### config.mk
export PLATFORM = sky130hd
export DESIGN_NAME = rr_stream_arb
export DESIGN_NICKNAME = d
export VERILOG_FILES = /design/src/rtl/rr_stream_arb.sv
export SDC_FILE = /design/constraint.sdc
export NUM_CORES = 1
export LEC_CHECK = 0
export ABC_CLOCK_PERIOD_IN_PS = 1100
export CAP_MARGIN = 25
export CORE_MARGIN = 2
export CORE_UTILIZATION = 37
export CTS_BUF_LIST = sky130_fd_sc_hd__clkbuf_8
export DETAILED_ROUTE_END_ITERATION = 10
export PLACE_DENSITY = 0.83
export SLEW_MARGIN = 20
export SYNTH_ARGS = -nofsm -noshare
export SYNTH_HDL_FRONTEND = slang
export SYNTH_SLANG_ARGS = --single-unit
### constraint.sdc
create_clock -name clk -period 1.1 [get_ports clk]
set_input_delay 0.275 -clock clk [delete_from_list [all_inputs] [get_ports clk]]
set_output_delay 0.275 -clock clk [all_outputs]
set_load 0.1 [all_outputs]
### src/rtl/rr_stream_arb.sv
// Two-input round-robin stream arbiter with packet locking and a registered output beat.
// The grant is held from a packet's first beat until its last beat is accepted.
module rr_stream_arb #(
  parameter int WIDTH = 8
) (
  input  logic             clk,
  input  logic             rst,
  input  logic             in0_valid,
  input  logic [WIDTH-1:0] in0_data,
  input  logic             in0_last,
  output logic             in0_ready,
  input  logic             in1_valid,
  input  logic [WIDTH-1:0] in1_data,
  input  logic             in1_last,
  output logic             in1_ready,
  output logic             out_valid,
  output logic [WIDTH-1:0] out_data,
  output logic             out_last,
  input  logic             out_ready,
  output logic             sel,
  output logic             busy
);

  typedef enum logic [1:0] {
    IDLE  = 2'd0,
    LOCK0 = 2'd1,
    LOCK1 = 2'd2
  } state_t;

  state_t           state_r;
  state_t           state_nx_s;
  logic             prio_r;
  logic             prio_nx_s;
  logic             out_valid_r;
  logic [WIDTH-1:0] out_data_r;
  logic             out_last_r;
  logic             sel_r;
  logic             busy_r;
  logic             out_free_s;
  logic             acc0_s;
  logic             acc1_s;
  logic             acc_s;
  logic [WIDTH-1:0] acc_data_s;
  logic             acc_last_s;

  // Handshake decode, accepted-beat mux and next-state arbitration.
  always_comb begin
    out_free_s = ~out_valid_r | out_ready;
    acc0_s     = (state_r == LOCK0) & out_free_s & in0_valid;
    acc1_s     = (state_r == LOCK1) & out_free_s & in1_valid;
    acc_s      = acc0_s | acc1_s;
    if (acc1_s) begin
      acc_data_s = in1_data;
      acc_last_s = in1_last;
    end else begin
      acc_data_s = in0_data;
      acc_last_s = in0_last;
    end
    state_nx_s = state_r;
    prio_nx_s  = prio_r;
    case (state_r)
      IDLE: begin
        // On a tie the favoured source wins; otherwise whoever is valid.
        if (in1_valid & (~in0_valid | prio_r)) begin
          state_nx_s = LOCK1;
        end else if (in0_valid) begin
          state_nx_s = LOCK0;
        end else begin
          state_nx_s = IDLE;
        end
      end
      LOCK0: begin
        if (acc0_s & in0_last) begin
          state_nx_s = IDLE;
          prio_nx_s  = 1'b1;
        end else begin
          state_nx_s = LOCK0;
        end
      end
      LOCK1: begin
        if (acc1_s & in1_last) begin
          state_nx_s = IDLE;
          prio_nx_s  = 1'b0;
        end else begin
          state_nx_s = LOCK1;
        end
      end
      default: begin
        state_nx_s = IDLE;
      end
    endcase
  end

  // State, priority, registered grant flags and the output beat register.
  always_ff @(posedge clk) begin
    if (rst) begin
      state_r     <= IDLE;
      prio_r      <= 1'b0;
      out_valid_r <= 1'b0;
      out_data_r  <= {WIDTH{1'b0}};
      out_last_r  <= 1'b0;
      sel_r       <= 1'b0;
      busy_r      <= 1'b0;
    end else begin
      state_r <= state_nx_s;
      prio_r  <= prio_nx_s;
      sel_r   <= (state_nx_s == LOCK1);
      busy_r  <= (state_nx_s != IDLE);
      if (acc_s) begin
        out_valid_r <= 1'b1;
        out_data_r  <= acc_data_s;
        out_last_r  <= acc_last_s;
      end else if (out_ready) begin
        out_valid_r <= 1'b0;
      end else begin
        out_valid_r <= out_valid_r;
      end
    end
  end

  assign in0_ready = (state_r == LOCK0) & out_free_s;
  assign in1_ready = (state_r == LOCK1) & out_free_s;
  assign out_valid = out_valid_r;
  assign out_data  = out_data_r;
  assign out_last  = out_last_r;
  assign sel       = sel_r;
  assign busy      = busy_r;

endmodule

==> out/metrics.csv <==
stage;metric;value;unit
run_status;outcome;finished with violations;
run_status;violations;setup timing;
setup_path;required;0.82;ns
sta;hold_violations;0;
sta;min_period;1.49;ns
power;p_leak;0.726;nW
power;power_density;1290;mW/mm^2
logic_synthesis;async_flop_share;0;%
power;power;2.19;mW
cts;cts_tree;yes;
min_path;hp-start;out_data[1]$_SDFFE_PP0P_;
finish;layout.cells.non_filler;166;
logic_synthesis;syn_area_per_cell;9.85;sq um
floorplanning;io_pins;37;
placed_design;hpwl;1640;microns
floorplanning;die_y;49.3;microns
min_path;hp-class;reg -> reg;
setup_path;cp_max_fo;3;
sta;setup_viol_count_final;14;
sta;worst_slack;-0.391;ns
global_routing;grt_max_degree;10;
setup_path;worst-path-buf-inv;1;
global_routing;antenna_found_initial;0;
global_routing;overflow;0;
cts;htree_levels;1;
logic_synthesis;yosys.area.top_type;dfxtp_1;
cts;clk_pin_slew;0.07;ns
sta;max_slew_margin;81.9;%
logic_synthesis;synth_cells;77;
job;maxCapViolations;0;
sta;slew_violations;0;
global_routing;grt_pass1_wl;4650;microns
logic_synthesis;synthFlopType;dfxtp_1;
logic_synthesis;synth-edff-count;0;
finish;area_delta_synth_final;124;%
drt;drt_wl_total;3310;microns
sta;skew;0.00253;ns
logic_synthesis;ys_ff_latch;15;
global_routing;grt_usage;26.3;%
cts;cts_root_buf;clkbuf_8;
cts;clk_latency;0.25;ns
sta;worst_pin_slew;0.269;ns
floorplanning;dieWidth;49.3;microns
setup_path;critPathMaxStageDelay;0.36;ns
sta;fin_crit_sh;136;%
placed_design;dpl_cell_area;0.00141;sq mm
floorplanning;rows;16;
logic_synthesis;synth.area.top_cells;dfxtp_1 (40%), mux2i_1 (9.2%), nand3b_4 (5.3%);
cts;cts_buffers;3;
drt;via_count;871;
logic_synthesis;yosysUniqueCellTypes;23;
setup_path;critPathArrivalTime;1.22;ns
placed_design;port_buffers;36;
placed_design;gp_congestion;0.853;
power;ir_drop;1.34;mV
logic_synthesis;synth_nets;100;
sta;fmax;671;MHz
setup_path;critPathTopFamily;simple AND/OR/NAND/NOR gates;
setup_path;cp_slowest_cell;dfxtp_4;
setup_path;crit_chain;and2b_2 -> and2_4 -> buf_12;
drt;ant_nets;0;
drt;dr.pass1.iters;4;
finish;final_cell_mix;clkdlybuf4s50_1 (18), buf_12 (15), buf_4 (14), buf_6 (10), dfxtp_2 (8);
finish;drive_gt1_share;60.4;%
setup_path;crit_type;reg -> out;
setup_path;worstSetupEndpointType;output port;
floorplanning;core_area;0.00194;sq mm
finish;utilization;87.4;%
finish;mostFrequentLayoutCell;clkdlybuf4s50_1;
drt;drc_errors;0;
drt;drt-wirelength-per-cell;19.9;microns
sta;rsz0062_at_grt;yes;
setup_path;r2r_slack;-0.35;ns
floorplanning;die_area;0.00243;sq mm
logic_synthesis;ys_seq_area_share;39.6;%
min_path;holdPathStages;2;
logic_synthesis;synth_top_area_share;39.6;%
setup_path;r2r_end;out_last$_SDFFE_PP0P_;
finish;diodes;0;
drt;via_per_inst;5.25;
min_path;whs_endpoint;out_data[1]$_SDFFE_PP0P_;
setup_path;cp-start-kind;flop;
logic_synthesis;synth_area;758;sq um
logic_synthesis;yosys_warnings;0;
floorplanning;start_util;39.0;%
sta;tns;-3.65;ns
finish;finalInstanceArea;0.00170;sq mm
global_routing;grt_pass1_vias;902;
drt;drt_iter0_drc;12;
setup_path;reg2reg_from;state_r[1]$_SDFF_PP0_;
placed_design;dp_cells;148;
placed_design;pre_cts_ws;-0.590;ns
finish;nets;163;
cts;cts_sinks;15;
cts;cts.path.max_buffers;2;
setup_path;r2r_cells;6;
sta;hold_ws;0.514;ns
## what timing repair did
item | in CTS | in global routing
hold buffers | 0 | 0
cloned | 1 | 0
endpoints found under the setup margin | 17 | 20
gates resized for setup | 28 | 9
pin swaps | 9 | 7
setup buffers | 10 | 3
## state kept, by name (all words and copies together) (netlist names)
| register | cells |
|---|---|
| state_r | 2 |
| out_data | 8 |
| sel | 1 |
| prio_r | 1 |
| out_valid | 1 |
| out_last | 1 |
| busy | 1 |
## cells by family after synthesis
family	count (synthesis)	share of synthesized area, %
buf+inv	4	5.61
compound gates	21	21.0
mux	7	9.24
flops	15	39.6
simple gates	30	24.6
## tightest hold or removal path: cells and delay by family, from the launching register on
| family | cells | cell delay, ns |
|---|---|---|
| DFF | 1 | 0.34 |
| AOI/OAI and AO/OA | 1 | 0.06 |
| and+or+nand+nor | 1 | 0.07 |
## cells in the mapped netlist (all sizes together), types with 3 or more instances
cell type	n
dfxtp	15
nor2	10
a211oi	8
mux2i	7
a21oi	6
nand2b	5
a31oi	4
nand2	4
nand3	4
buf	3
## per-layer routing
layer | part of all wire [%] | global-route usage [%] | vias up
li1 | - | - | 403
met1 | 41 | 31.5 | 416
met2 | 50 | 45.3 | 46
met3 | 7.1 | 6.75 | 6
met4 | 1.9 | 8.57 | 0
met5 | 0 | 0 | -
## where the power goes
| part | total [mW] | internal (mW) | switching [mW] |
|---|---|---|---|
| logic | 1.06 | 0.470 | 0.588 |
| clock network | 0.466 | 0.252 | 0.215 |
| registers | 0.662 | 0.599 | 0.0631 |
## layout make-up
| type | instances | area (sq um) |
|---|---|---|
| Clock inverter | 1 | 5.00 |
| Sequential cell | 15 | 333 |
| Timing Repair Buffer | 62 | 761 |
| Fill cell | 85 | 245 |
| Multi-Input combinational cell | 58 | 523 |
| Tap cell | 27 | 33.8 |
| Clock buffer | 3 | 41.3 |
## worst max-delay path by stage
stage,start,slack [ns],cells after the start,to
2_1_floorplan,out_valid$_SDFFE_PP0P_,-0.39,2,in1_ready
3_3_place_gp,out_ready,-0.52,6,out_data[4]$_SDFFE_PP0P_
3_5_place_dp,out_ready,-0.59,6,out_data[5]$_SDFFE_PP0P_
4_1_cts,state_r[1]$_SDFF_PP0_,-0.31,3,in0_ready
5_1_grt,state_r[1]$_SDFF_PP0_,-0.41,3,in0_ready
6_report,state_r[1]$_SDFF_PP0_,-0.39,3,in0_ready
Power figures use the tool's default switching activity.
